==> src/rtl/mux41_case_if.sv <==
// mux41_case_if -- signal bundle for the 4:1 mux with select-change tracking.
//   s0, s1      : 2-bit select, s1 is the MSB
//   w0..w3      : single-bit data inputs
//   f           : combinational mux output
//   f_q         : f registered on clk
//   sel_chg     : one-cycle pulse when the select differs from the previous edge
//   chg_cnt     : saturating (255) count of select changes
// master drives select/data and observes the outputs; slave is the mux side.
interface mux41_case_if;
   logic       s0;
   logic       s1;
   logic       w0;
   logic       w1;
   logic       w2;
   logic       w3;
   logic       f;
   logic       f_q;
   logic       sel_chg;
   logic [7:0] chg_cnt;

   modport master (
      output s0, s1, w0, w1, w2, w3,
      input  f, f_q, sel_chg, chg_cnt
   );

   modport slave (
      input  s0, s1, w0, w1, w2, w3,
      output f, f_q, sel_chg, chg_cnt
   );
endinterface

==> src/rtl/mux41_case.sv <==
// mux41_case -- 4:1 single-bit mux with a registered copy of the output and
// select-change detection.
//   clk  : rising-edge clock for all registered state
//   rst  : asynchronous active-high reset, clears all registers at once
//   bus  : mux41_case_if.slave (select, data, f, f_q, sel_chg, chg_cnt)
// f is purely combinational and keeps tracking the inputs during reset.
module mux41_case (
   input  logic              clk,
   input  logic              rst,
   mux41_case_if.slave       bus
);

   localparam logic [7:0] CNT_MAX = 8'd255;

   logic [1:0] sel;
   logic       f;

   logic       f_q;
   logic       f_q_d;
   logic [1:0] sel_q;
   logic [1:0] sel_d;
   logic       sel_chg_q;
   logic       sel_chg_d;
   logic [7:0] chg_cnt_q;
   logic [7:0] chg_cnt_d;
   logic       chg_det;

   assign sel = {bus.s1, bus.s0};

   // An unknown select falls into the default branch and forces f low
   // rather than propagating an arbitrary data bit.
   always_comb begin
      f = 1'b0;
      case (sel)
         2'b00:   f = bus.w0;
         2'b01:   f = bus.w1;
         2'b10:   f = bus.w2;
         2'b11:   f = bus.w3;
         default: f = 1'b0;
      endcase
   end

   always_comb begin
      chg_det   = (sel != sel_q);
      f_q_d     = f;
      sel_d     = sel;
      sel_chg_d = chg_det;
      chg_cnt_d = chg_cnt_q;
      if (chg_det && (chg_cnt_q != CNT_MAX)) begin
         chg_cnt_d = chg_cnt_q + 8'd1;
      end
   end

   always_ff @(posedge clk or posedge rst) begin
      if (rst) begin
         f_q       <= 1'b0;
         sel_q     <= 2'b00;
         sel_chg_q <= 1'b0;
         chg_cnt_q <= 8'd0;
      end else begin
         f_q       <= f_q_d;
         sel_q     <= sel_d;
         sel_chg_q <= sel_chg_d;
         chg_cnt_q <= chg_cnt_d;
      end
   end

   assign bus.f       = f;
   assign bus.f_q     = f_q;
   assign bus.sel_chg = sel_chg_q;
   assign bus.chg_cnt = chg_cnt_q;

endmodule

==> src/flat_wrapper.sv <==
// flat-port wrapper written by rule: the top's interface ports become plain ports
module mux41_case_flat 
  (clk, rst, bus_s0, bus_s1, bus_w0, bus_w1, bus_w2, bus_w3, bus_f, bus_f_q, bus_sel_chg, bus_chg_cnt);
  mux41_case_if bus_i ();
  input  logic clk;
  input  logic rst;
  input wire logic [$bits(bus_i.s0)-1:0] bus_s0;
  input wire logic [$bits(bus_i.s1)-1:0] bus_s1;
  input wire logic [$bits(bus_i.w0)-1:0] bus_w0;
  input wire logic [$bits(bus_i.w1)-1:0] bus_w1;
  input wire logic [$bits(bus_i.w2)-1:0] bus_w2;
  input wire logic [$bits(bus_i.w3)-1:0] bus_w3;
  output wire logic [$bits(bus_i.f)-1:0] bus_f;
  output wire logic [$bits(bus_i.f_q)-1:0] bus_f_q;
  output wire logic [$bits(bus_i.sel_chg)-1:0] bus_sel_chg;
  output wire logic [$bits(bus_i.chg_cnt)-1:0] bus_chg_cnt;
  assign bus_i.s0 = bus_s0;
  assign bus_i.s1 = bus_s1;
  assign bus_i.w0 = bus_w0;
  assign bus_i.w1 = bus_w1;
  assign bus_i.w2 = bus_w2;
  assign bus_i.w3 = bus_w3;
  assign bus_f = bus_i.f;
  assign bus_f_q = bus_i.f_q;
  assign bus_sel_chg = bus_i.sel_chg;
  assign bus_chg_cnt = bus_i.chg_cnt;
  mux41_case u_core (.clk(clk), .rst(rst), .bus(bus_i));
endmodule
==> config.mk <==
export PLATFORM = sky130hd
export DESIGN_NAME = mux41_case_flat
export DESIGN_NICKNAME = d
export VERILOG_FILES = /design/src/rtl/mux41_case_if.sv /design/src/rtl/mux41_case.sv /design/src/flat_wrapper.sv
export SDC_FILE = /design/constraint.sdc
export NUM_CORES = 1
export LEC_CHECK = 0
export ABC_CLOCK_PERIOD_IN_PS = 2000
export CORE_MARGIN = 4
export CORE_UTILIZATION = 30
export DETAILED_ROUTE_END_ITERATION = 6
export GPL_TIMING_DRIVEN = 0
export HOLD_SLACK_MARGIN = 0.02
export PLACE_DENSITY_LB_ADDON = 0.08
export RECOVER_POWER = 50
export REMOVE_ABC_BUFFERS = 1
export SKIP_CTS_REPAIR_TIMING = 1
export SYNTH_ARGS = -nofsm -noshare
export SYNTH_HDL_FRONTEND = slang
export SYNTH_SLANG_ARGS = --single-unit
export TNS_END_PERCENT = 100
==> constraint.sdc <==
create_clock -name clk -period 2 [get_ports clk]
set_input_delay 0.6 -clock clk [delete_from_list [all_inputs] [get_ports clk]]
set_output_delay 0.6 -clock clk [all_outputs]
set_load 0.005 [all_outputs]
### Yosys cells after proc, flatten, opt, wreduce, memory -nomap -nowiden

Cells that the tools add are included.

| operators by class | value |
|---|---|
| shift operators | 0 |
| multipliers | 0 |
| bitwise operators | 0 |
| div/mod/pow operators | 0 |
| equality and inequality tests | 5 |
| order comparisons | 0 |
| reductions and logical operators | 2 |
| mux-type cells | 1 |
| add/sub/neg operators | 1 |

Operator list:

| kind | number |
|---|---|
| adder 8 x 1 -> 8 bit, second input constant | 1 |
| inequality test 8 bit, second input constant | 1 |
| equality test 2 bit, second input constant | 2 |
| one-hot mux 1 bit (4 select lines) | 1 |
| equality test 2 x 1 -> 1 bit, second input constant | 1 |
| zero test 2 bit | 1 |
| inequality test 2 bit | 1 |
| logical AND 1 bit | 1 |

| storage, ports and cells | value |
|---|---|
| latch bits | 0 |
| input port bits | 8 |
| bits in writable memories | 0 |
| register bits | 12 |
| output and inout port bits | 11 |
| memories | 0 |
| ROM bits | 0 |
| logic and storage cells | 13 |

### Depth between registers and ports, before layout

Gate-level depths: netlist of the first run.

| logic depth | value |
|---|---|
| depth in word-level cells | 2 |
| mapped depth | 5 |
| gate-level depth less buffers | 5 |

### Worst setup path after synthesis of the first run

OpenSTA, ideal clock, no wires.

| timing path | value |
|---|---|
| kind | in2out |
| from | input bus_s0 |
| to | output bus_f |
| path slack | 0.245 ns |
| buffers on the path | 0 |
| arrival time | 1.155 ns |
| cell stages on the path | 1 |
| cells stage by stage | mux4_1 |

| between the ends | value |
|---|---|
| word-level cells in the longest chain between the ends | 2 |
| elaborated cells on any way between the ends | 5 |

Ends and longest elaborated chain:

| element | line | RTL |
|---|---|---|
| from (decl) | flat_wrapper.sv:7 | `input wire logic [$bits(bus_i.s0)-1:0] bus_s0;` |
| equality test 2 bit, or another cell as far along | mux41_case.sv:34 | `case (sel)` |
| one-hot mux 1 bit (4 select lines) * | mux41_case.sv:34 |  |
| to (decl) | flat_wrapper.sv:13 | `output wire logic [$bits(bus_i.f)-1:0] bus_f;` |

Mark *: on every way between the ends. The rest lies on a longest branch, timed or not.

### Worst setup path in the final report of the first run

Same ends and word-level chain as after synthesis.

==> key figures, run 1 <==
Routing
  • DRT iter0 DRCs: 4
  • Final wirelength: 1090 um
  • Wire per inst: 11.60 um
  • DR pass1 iterations: 4
  • DR vias: 430
  • ANT nets after route: 0
  • Via density: 4.574
  • DRC viols: 0

Clock network
  • CTS clk-pin slew, worst paths: 70 ps
  • Root Buffer: clkbuf_4
  • Clk_lat worst skew: 280 ps
  • CTS Sinks: 12
  • CTS tree: done
  • Clk buf depth: 2
  • Total CTS buffers: 3
  • H-tree Lvls: 1

Yosys
  • Yosys reg bits: 12
  • Post-synth cell types: 22
  • Mapped cell area: 568.0 um2
  • Synth warnings: 0
  • Mean Syn Cell Area: 12.09 um2
  • Sequential fraction of the synthesis area: 52.86%
  • Synthesized netlist cell count: 47

Final layout
  • Layout overhead on the synthesized area: 44.93%
  • Ant diodes: 0
  • Share of cells above drive strength 1: 15.94%
  • Final #Nets: 79
  • Fin cells: 94
  • FILL cells: 180

Setup path
  • Crit-path cells: buf_4 -> mux4_2 -> buf_6
  • Crit path max fanout: 3
  • Slowest-stage cell, CP: mux4_2
  • Startpoint Class: input pin
  • Worst EP arrival: 1350 ps
  • Largest stage delay, worst path: 510 ps
  • Buf+Inv Stages, Crit Path: 2
  • CP Capture Type: primary output
  • Setup Crit Path Kind: input pin to primary output
  • Kind of cell adding the most delay to the critical path: multiplexers
  • Worst Path Required: 1400 ps

Placement
  • Placed cells: 90
  • Gpl congestion: 0.8046
  • Port Buf Inserts: 18
  • Pre-CTS setup slack: -796.5 ps
  • Detailed placer's ending HPWL: 831.4 um

Power and ir drop
  • Sw Share: 32.84%
  • Internal power: 0.0006975 W
  • Part of the power in registers: 39.9%
  • Part of the power in combinational logic: 41.5%
  • Pwr Density: 1261 nW/um2
  • Leak pwr: 0.4066 nW
  • Total chip power: 0.001038 W
  • VDD IR max: 0.0006808 V
  • Switching power: 0.0003410 W
  • Clock power frac: 18.6%

STA
  • Final hold slack: 459.9 ps
  • RSZ-0062 raised after global routing: false
  • Setup Viol. Count Final: 0
  • Hold Fails Final Rpt: 0
  • Post-route clock period utilization: 97.47%
  • Worst slew pin tran: 451.7 ps
  • Max Fclk: 0.5130 GHz
  • Slew Viols, Final: 0
  • Skew final: 0.4666 ps
  • Fin crit period: 1949 ps
  • Post-route setup slack: 50.61 ps
  • Relative slew slack: 69.57%

Die
  • Die Width: 51.52 um
  • Die Y: 51.52 um
  • Starting Density: 32.20%
  • CORE AREA: 1764 um2
  • Row cnt: 15
  • Die footprint: 2654 um2
  • I/O pin count: 19

Global route
  • Grt ovf: 0
  • Initial antenna violation count: 0
  • Global-route usage over all layers: 9.268%
  • First-pass GRT wire length: 1711 um
  • Vias in the first global route: 395
  • Largest net degree at the start of global routing: 13

Hold path
  • Min-Delay Path Class: input pin to register

Outcome
  • Outcome: finished, final reports clean

Run
  • Max_cap viols: 0
[synthesized netlist by cell type]
library cell,instances,area (um2)
nand3_1,1,5.000
o21ai_0,1,5.000
o31ai_1,2,15.01
dfrtp_1,12,300.3
inv_1,5,18.77
o31a_4,1,17.52
nand2_1,3,11.26
mux2_1,1,11.26
xor2_1,3,26.28
nor2_1,3,11.26
mux2_4,1,15.01
o21ai_1,1,5.000
o31a_1,1,8.760
mux2i_1,2,20.02
o211ai_1,1,7.510
xnor2_1,1,8.760
nor3_1,3,15.01
ha_1,1,12.51
mux4_1,1,26.28
nand3_2,1,10.01
or2_1,1,6.260
mux2_2,1,11.26
[power groups by stage]
stage	Sequential [W]	Clock, W	Combinational (W)
finish	0.000414	0.000193	0.000431
global placement	0.000418	0	0.000438
floorplan	0.000412	0	0.000223
CTS	0.000414	0.000200	0.000439
global route	0.000429	0.000216	0.000469
detailed placement	0.000418	0	0.000436
[final cells by class]
type / count / area [um2] / share of cell area, %
Clock buffer: 4 / 36.28 / 4.407
Inverter: 5 / 18.77 / 2.280
Multi-Input combinational cell: 30 / 245.2 / 29.79
Sequential cell: 12 / 300.3 / 36.47
Tap cell: 25 / 31.28 / 3.799
Timing Repair Buffer: 18 / 191.4 / 23.25
[cell usage in the layout (no fill, tap or decap), types with 2 or more instances in the layout]
master           count
nor3_1               3
dfrtp_1             12
clkbuf_4             3
xor2_1               3
inv_1                5
dlymetal6s2s_1       5
nand2_1              3
o31ai_1              2
mux2i_1              2
o21ai_0              2
clkdlybuf4s50_1     10
nor2_1               3
[worst paths after layout]
check,start,end,slack [ps],cells after the start
worst min register to register,u_core.bus.chg_cnt[0],u_core.bus.chg_cnt[0],530,1
worst max-delay path,bus_s0,bus_f,50,3
min in group asynchronous,rst,u_core.bus.f_q,760,2
max in group asynchronous,rst,u_core.bus.chg_cnt[7],930,2
worst max register to register,u_core.bus.chg_cnt[0],u_core.bus.chg_cnt[6],460,4
worst min-delay path,bus_s0,u_core.sel_q[0],460,1
[sequential cells by signal, summed over array words and instances (netlist names)]
name                flops
u_core.bus.chg_cnt      8
u_core.bus.f_q          1
u_core.sel_q            2
u_core.bus.sel_chg      1
[per-layer routing]
metal	global-route usage, %	share of wire (%)	vias to the layer above
li1	-	-	213
met1	10.77	43	193
met2	13.35	45	22
met3	5.158	11	2
met4	5.240	1.3	0
met5	0	0	-
[per-stage QoR]
step           TNS, ps  utilization [%]  instance area [um2]
2_1_floorplan        0                -                568.0
3_3_place_gp     -1372            44.18                779.5
3_5_place_dp     -1447            44.18                779.5
4_1_cts         -796.5            46.24                815.8
5_1_grt              0            46.67                823.3
6_report             0            46.67                823.3
[cell families (layout without fill, tap and decap cells)]
logic type / after synthesis / in the layout / share of synthesized area, %
xor+xnor: 4 / 4 / 6.169
mux: 6 / 6 / 14.76
buf+inv: 5 / 27 / 3.304
simple gates: 12 / 12 / 10.35
compound gates: 7 / 7 / 10.35
flops: 12 / 12 / 52.86
fa+ha+maj: 1 / 1 / 2.202
Note: power is estimated with default switching activity, not from simulation.
==> run 2: changes to the inputs <==
--- a/config.mk
+++ b/config.mk
@@ -6,6 +6,7 @@
 export NUM_CORES = 1
 export LEC_CHECK = 0
 export ABC_CLOCK_PERIOD_IN_PS = 2000
+export CORE_ASPECT_RATIO = 1.4
 export CORE_MARGIN = 4
 export CORE_UTILIZATION = 30
 export DETAILED_ROUTE_END_ITERATION = 6
@@ -15,6 +16,7 @@
 export RECOVER_POWER = 50
 export REMOVE_ABC_BUFFERS = 1
 export SKIP_CTS_REPAIR_TIMING = 1
+export SLEW_MARGIN = 10
 export SYNTH_ARGS = -nofsm -noshare
 export SYNTH_HDL_FRONTEND = slang
 export SYNTH_SLANG_ARGS = --single-unit
==> key figures, run 2 (synthesis gave the netlist of run 1 again) <==
Setup path
  • Startpoint Class: input pin (unchanged)
  • CP Capture Type: primary output (unchanged)
  • Crit Reg-Reg Endpoint: u_core.bus.chg_cnt[6] (unchanged)
  • Worst Path Required: 1400 ps (about the same)
  • Crit path max fanout: 3 (unchanged)
  • Worst EP arrival: 1370 ps (was 1350 ps)
  • Reg-to-Reg Start: u_core.bus.chg_cnt[0] (unchanged)
  • Reg2reg path depth: 4 (unchanged)
  • Setup Crit Path Kind: input pin to primary output (unchanged)
  • Worst reg-to-reg setup slack: 460 ps (about the same)

STA
  • Max Fclk: 0.5074 GHz (was 0.5130 GHz)
  • Post-route setup slack: 29.15 ps (was 50.61 ps)
  • Post-route clock period utilization: 98.54% (was 97.47%)
  • Fin crit period: 1971 ps (was 1949 ps)
  • Skew final: 1.428 ps (was 0.4666 ps)
  • Setup Viol. Count Final: 0 (unchanged)
  • Slew Viols, Final: 0 (unchanged)
  • Hold Fails Final Rpt: 0 (unchanged)
  • RSZ-0062 raised after global routing: false (unchanged)
  • Relative slew slack: 69.24% (was 69.57%)
  • Final hold slack: 492.7 ps (was 459.9 ps)
  • Worst slew pin tran: 460.9 ps (was 451.7 ps)
  • Setup TNS: 0 ps (unchanged)

Placement
  • Port Buf Inserts: 18 (unchanged)
  • Pre-CTS setup slack: -791.9 ps (was -796.5 ps)
  • Detailed placer's ending HPWL: 920.1 um (was 831.4 um)
  • Dpl cell area: 773.2 um2 (was 779.5 um2)
  • Gpl congestion: 0.6334 (was 0.8046)

Routing
  • DRT iter0 DRCs: 2 (was 4)
  • Final wirelength: 1123 um (was 1090 um)
  • Wire per inst: 12.76 um (was 11.60 um)
  • Via density: 4.943 (was 4.574)
  • DR vias: 435 (was 430)
  • DRC viols: 0 (unchanged)
  • DR pass1 iterations: 2 (was 4)
  • ANT nets after route: 0 (unchanged)

Final layout
  • Footprint of the multi-input gates: 245.2 um2 (unchanged)
  • Most frequent cells in the layout: dfrtp_1, clkdlybuf4s50_1, inv_1 (was dfrtp_1, clkdlybuf4s50_1, inv_1, dlymetal6s2s_1)
  • Ant diodes: 0 (unchanged)
  • Most common cell after layout, fill and taps aside: dfrtp_1 (unchanged)
  • Storage cell area: 300.3 um2 (unchanged)
  • Design area: 798.3 um2 (was 823.3 um2)
  • Final #Nets: 79 (unchanged)
  • Max FFs per register: 8 (unchanged)
  • Layout overhead on the synthesized area: 40.53% (was 44.93%)
  • FILL cells: 184 (was 180)
  • Share of cells above drive strength 1: 14.71% (was 15.94%)

Clock network
  • Clk buf depth: 2 (unchanged)
  • CTS Sinks: 12 (unchanged)
  • CTS clk-pin slew, worst paths: 70 ps (about the same)
  • Root Buffer: clkbuf_4 (unchanged)
  • Total CTS buffers: 3 (unchanged)
  • CTS tree: done (unchanged)
  • H-tree Lvls: 1 (unchanged)
  • Clk_lat worst skew: 270 ps (was 280 ps)

Power and ir drop
  • Pwr Density: 1244 nW/um2 (was 1261 nW/um2)
  • VDD IR max: 0.0006393 V (was 0.0006808 V)
  • Leak pwr: 0.3892 nW (was 0.4066 nW)

Global route
  • Grt ovf: 0 (unchanged)
  • Global-route usage over all layers: 10.07% (was 9.268%)
  • First-pass GRT wire length: 1938 um (was 1711 um)
  • Largest net degree at the start of global routing: 13 (unchanged)
  • Initial antenna violation count: 0 (unchanged)
  • Vias in the first global route: 474 (was 395)

Die
  • Die Y: 59.49 um (was 51.52 um)
  • Die footprint: 2663 um2 (was 2654 um2)
  • Die Width: 44.78 um (was 51.52 um)
  • Row cnt: 18 (was 15)
  • Starting Density: 31.93% (was 32.20%)
  • I/O pin count: 19 (unchanged)
  • CORE AREA: 1779 um2 (was 1764 um2)

Run
  • Max_cap viols: 0 (unchanged)

Hold path
  • Worst hold path startpoint: bus_s0 (unchanged)
  • Worst Hold End: u_core.sel_q[0] (unchanged)
  • WHS Path Cells: 1 (unchanged)
  • Min-Delay Path Class: input pin to register (unchanged)

Outcome
  • Outcome: finished, final reports clean (unchanged)
## run 2: worst max path at each step
stage	from	endpoint	slack [ps]	cells past startpoint
5_1_grt	bus_s0	bus_f	0.4	3
4_1_cts	bus_s0	bus_f	-790	3
2_1_floorplan	bus_s0	bus_f	250	1
6_report	bus_s0	bus_f	30	3
3_5_place_dp	bus_s0	bus_f	-790	3
3_3_place_gp	bus_s0	bus_f	-790	3
## run 2: layer usage
layer	routed length (um)	part of all wire (%)	global-route usage [%]
met4	14	1.2	6.276
met3	91	8.1	2.736
met1	443	39	11.15
met5	0	0	0
met2	574	51	16.63
## run 2: critical path, stage by stage
cell and delay (ps):
buf_2 120, mux4_2 520, buf_6 130
## run 2: layout make-up
| type | instances | share of cell area (%) |
|---|---|---|
| flip-flops and latches | 12 | 37.62 |
| inverters | 5 | 2.351 |
| clock buffers | 3 | 2.821 |
| repair buffers | 18 | 23.35 |
| multi-input cells | 30 | 30.72 |
| well taps | 20 | 3.135 |
## run 2: stage by stage
step,power [W],cells,util [%]
2_1_floorplan,0.0006351,47,-
3_3_place_gp,0.0008555,85,43.46
3_5_place_dp,0.0008658,85,43.46
4_1_cts,0.001019,88,44.73
5_1_grt,0.001077,88,44.87
6_report,0.0009933,88,44.87
## run 2: report_power, final
part	leakage [nW]	internal (W)	switching [W]
logic	0.239	0.000262	0.000170
clock network	0.0138	0.0000696	0.0000760
registers	0.136	0.000324	0.0000916
total	0.389	0.000656	0.000337
==> RTL change 1, RTL diff (config.mk and constraints of run 2) <==
Reset style: synchronous (`rst`), changed in one clocked block. Comments in the files are not updated.
--- a/src/rtl/mux41_case.sv
+++ b/src/rtl/mux41_case.sv
@@ -51,7 +51,7 @@
       end
    end
 
-   always_ff @(posedge clk or posedge rst) begin
+   always_ff @(posedge clk) begin
       if (rst) begin
          f_q       <= 1'b0;
          sel_q     <= 2'b00;
Function: differs if rst is asserted again (counterexample within 4 cycles, from zero or initial values and one cycle with rst high); with rst held inactive, the same outputs for 10 cycles.
==> RTL change 1 against run 2 <==
First-iteration DRC count grew to 3.5 times the old value. Design area shrank 3.6%. Worst setup slack gained 39 ps. Synthesized area shrank 3.1%. Sequential cell count is the same. Global-route usage grew 0.14 points. Synthesized cell count grew 17%. Non-clock buffer count is the same. Wire length grew 0.45%. Via count grew 9.2%. Cell count grew 8.0%. Die area shrank 2.6%.
Power is not compared: it rests on default switching activity, and its combinational part moved more than twofold at a synthesized area within 25%.
==> RTL change 1: results (changes against run 2) <==
- The first-pass iteration count of the detailed router came to 4 (was 2).
- The endpoint of the lowest-slack register-to-register path is u_core.bus.chg_cnt[1] (was u_core.bus.chg_cnt[6]).
- The filler-free cell count of the finished design was 95 (was 88).
- The data arrival time of the critical path is 1330 ps (was 1370 ps).
- The share of synthesized flip-flops with an asynchronous set or reset was 0 (was 1.00).
- Status: completed (unchanged).
- The cell depth of the worst hold path was 2 (was 1).
- The proportion of synthesized chip area in sequential cells is 0.436 (was 0.529).
- The global-route wire length before repair is 1.93 mm (was 1.94 mm).
- The number of global-route vias before repair is 473 (was 474).
- The number of nets in the layout came to 86 (was 79).
- The type of the worst min-delay path is flip-flop to flip-flop (was input port to flip-flop).
- The HPWL after detailed placement is 812 um (was 920 um).
- The global-route met1 utilization is 0.113 (was 0.112).
- The startpoint of the tightest hold check path is u_core.bus.chg_cnt[3] (was bus_s0).
- The via total after detailed routing is 475 (was 435).
- Commonest cells post-synth: dfxtp_1, nor2_1, nor2b_1 (was dfrtp_1, inv_1).
- The worst hold slack after final layout is 547 ps (was 493 ps).
- Main area contributors after synthesis: dfxtp_1, xor2_2, mux2i_1 (was dfrtp_1, mux4_1, xor2_1).
- The fraction of layout instances using a drive strength above 1 is 0.120 (was 0.147).
- The global routing met2 resource utilization is 0.163 (was 0.166).
- The worst reg-to-reg path cell count is 5 (was 4).
- The mean routed wirelength per cell is 11.9 um (was 12.8 um).
- The worst relative slew slack came to 0.688 (was 0.692).
- The last weighted congestion value of the routability-driven placer was 0.690 (was 0.633).
- The endpoint with the worst hold slack was u_core.bus.chg_cnt[3] (was u_core.sel_q[0]).
RTL change 1: cell count changes after synthesis, sizes merged, moves of 3 or more:
cell	before	now
a21oi	0	3
dfxtp	0	12
nor3	3	0
dfrtp	12	0
nor2b	0	4
mux2	3	0
inv	5	0
nor2	3	8
RTL change 1: worst max path at each step:
stage,end,slack [ps]
after global routing,bus_f,40
after global placement,bus_f,-810
after floorplan,bus_f,250
final,bus_f,70
after detailed placement,bus_f,-810
after CTS,bus_f,-810
RTL change 1: power by group through the flow:
| stage | clock [mW] | sequential [mW] | combinational [mW] |
|---|---|---|---|
| 6_report | 0.143 | 0.267 | 0.0886 |
| 5_1_grt | 0.169 | 0.270 | 0.100 |
| 2_1_floorplan | 0 | 0.273 | 0.0402 |
| 3_5_place_dp | 0 | 0.273 | 0.0946 |
| 3_3_place_gp | 0 | 0.272 | 0.0943 |
| 4_1_cts | 0.155 | 0.267 | 0.0955 |
RTL change 1: cell type report:
| cell class | count | area, sq um |
|---|---|---|
| fillers | 179 | 987 |
| multi-input cells | 42 | 297 |
| flip-flops and latches | 12 | 240 |
| repair buffers | 18 | 185 |
| well taps | 20 | 25.0 |
| clock buffers | 3 | 22.5 |
RTL change 1: per-layer routing:
metal	wire, um	vias up
li1	-	238
met1	484	224
met2	574	11
met3	55	2
met4	14	0
met5	0	-
RTL change 1: cell families (layout without fill, tap and decap cells):
kind of cell,count (synthesis),after routing,synth area share
DFF,12,12,0.436
xor gates and xnor gates,4,4,0.0909
muxes,4,4,0.102
buffers and inverters,1,21,0.00681
adders and majority gates,1,1,0.0227
AOI/OAI and AO/OA,11,11,0.141
and+or+nand+nor,22,22,0.200
RTL change 1: critical path: cells and delay by family:
kind | cells | cell delay (ps)
buf+inv | 2 | 240
mux | 1 | 500
RTL change 1: stage by stage:
stage | util | area [sq um] | power, mW | setup TNS (ps)
global placement | 0.428 | 752 | 0.367 | -1160
global route | 0.438 | 769 | 0.540 | 0
detailed placement | 0.428 | 752 | 0.367 | -1150
floorplan | - | 547 | 0.313 | 0
finish | 0.438 | 769 | 0.498 | 0
CTS | 0.441 | 774 | 0.518 | -811
==> RTL change 2, RTL diff (settings of run 2) <==
Without the edit above. Change the localparam `CNT_MAX` from 8'd255 to 8'd128.
--- a/src/rtl/mux41_case.sv
+++ b/src/rtl/mux41_case.sv
@@ -10,7 +10,7 @@
    mux41_case_if.slave       bus
 );
 
-   localparam logic [7:0] CNT_MAX = 8'd255;
+   localparam logic [7:0] CNT_MAX = 8'd128;
 
    logic [1:0] sel;
    logic       f;
Check against the original RTL: no difference found for any inputs over 10 cycles, from zero or initial values and one cycle with rst high; that may be too few to reach the edited logic, so the function may still have changed.
==> RTL change 2 against run 2 <==
Worst setup slack gained 22 ps. Via count fell by 5.3%. Largest power group is now registers. Power is 2.4% higher. Non-clock buffer count unchanged. Sequential cell count did not move. Synthesized area fell by 1.3%. Wire length is 2.0% lower. Critical path type unchanged. Clock skew increased by 1.6 ps. Design area shrank 0.63%.
==> RTL change 2: results (changes against run 2) <==
- The sum of routed wire segments on met1 is 444 um (was 443 um).
- The global routing met2 resource utilization came to 0.156 (was 0.166).
- The endpoint of the lowest-slack register-to-register path is u_core.bus.chg_cnt[1] (was u_core.bus.chg_cnt[6]).
- The later-pin clock latency in the skew report is 270 ps (about the same).
- The Yosys warning count is 0 (unchanged).
- The type of the worst min-delay path was input port to flip-flop (unchanged).
- The setup skew after layout came to 3.01 ps (was 1.43 ps).
- Main area contributors after synthesis: dfrtp_1, xnor2_1, mux4_1 (was dfrtp_1, mux4_1, xor2_1).
- The cell leakage power is 0.373 nW (was 0.389 nW).
- The HPWL after detailed placement is 872 um (was 920 um).
- The final wirelength is 1.10 mm (was 1.12 mm).
- The fraction of layout instances using a drive strength above 1 is 0.154 (was 0.147).
- The fraction of met3 tracks used by global routing is 0.0182 (was 0.0274).
- The slew at the pin with the worst max-slew slack is 463 ps (was 461 ps).
- The design area came to 793 sq um (was 798 sq um).
- The number of nets in the layout came to 77 (was 79).
- The power share of the sequential group is 0.450 (was 0.418).
- The via total after detailed routing is 412 (was 435).
- The cell count after placement was 82 (was 85).
- The met3 wire length is 66 um (was 91 um).
- The global-route wire length before repair is 1.77 mm (was 1.94 mm).
- The proportion of synthesized chip area in sequential cells came to 0.536 (was 0.529).
- The filler-free cell count of the finished design is 85 (was 88).
- The biggest fanout along the worst timing path is 3 (unchanged).
- The post-place instance area is 766 sq um (was 773 sq um).
- The minimum period implied by the final worst setup slack is 1950 ps (was 1970 ps).
- The number of violations reported at the end of detailed-routing iteration 0 is 1 (was 2).
- Commonest cells post-synth: dfrtp_1, xnor2_1, inv_1, xor2_1 (was dfrtp_1, inv_1).
- The worst reg-to-reg path cell count is 5 (was 4).
- The power of the sequential group is 0.457 mW (was 0.416 mW).
- The worst setup slack for register-to-register paths is 410 ps (was 460 ps).
- The number of global-route vias before repair is 415 (was 474).
- Status: completed (unchanged).
- The data arrival time of the critical path came to 1350 ps (was 1370 ps).
- The total internal power is 0.677 mW (was 0.656 mW).
- The peak supply drop is 0.532 mV (was 0.639 mV).
- The overall fraction of global-route tracks in use came to 0.0942 (was 0.101).
- The initial antenna violation count was 0 (unchanged).
- The unique cell type count in the Yosys netlist was 18 (was 22).
- The worst hold slack after final layout is 464 ps (was 493 ps).
- The maximum clock path buffer count is 2 (unchanged).
- The share of total power in combinational logic is 0.406 (was 0.435).
- The worst setup slack after placement is -792 ps (about the same).
- The post-synthesis instance total was 44 (was 47).
- The sum of met2 wire segment lengths after detailed routing is 551 um (was 574 um).
- The global-route met1 utilization is 0.106 (was 0.112).
- The last weighted congestion value of the routability-driven placer is 0.670 (was 0.633).
[RTL change 2: changes by cell type after synthesis, sizes merged, moves of 2 or more]
cell	run 2	this run
mux2	3	1
o21ai	2	0
o31ai	2	0
nand4	0	2
mux2i	2	0
o31a	2	0
xnor2	1	5
[RTL change 2: cells by family (layout without fill, tap and decap cells)]
| family | count (synthesis) | count (layout) | share of synthesized area |
|---|---|---|---|
| AND/OR/NAND/NOR | 14 | 14 | 0.154 |
| flip-flops | 12 | 12 | 0.536 |
| XOR/XNOR | 8 | 8 | 0.125 |
| buffers and inverters | 4 | 25 | 0.0268 |
| adder cells (fa/ha/maj) | 2 | 2 | 0.0446 |
| AO/OA/AOI/OAI | 2 | 2 | 0.0402 |
| multiplexers | 2 | 2 | 0.0737 |
[RTL change 2: area by class of cell]
type                       count  area [sq um]
sequential                    12           300
clock buffer                   3          22.5
timing repair buffer          18           191
multi-input combinational     28           239
inverter                       4          15.0
fill                         183           986
tap                           20          25.0
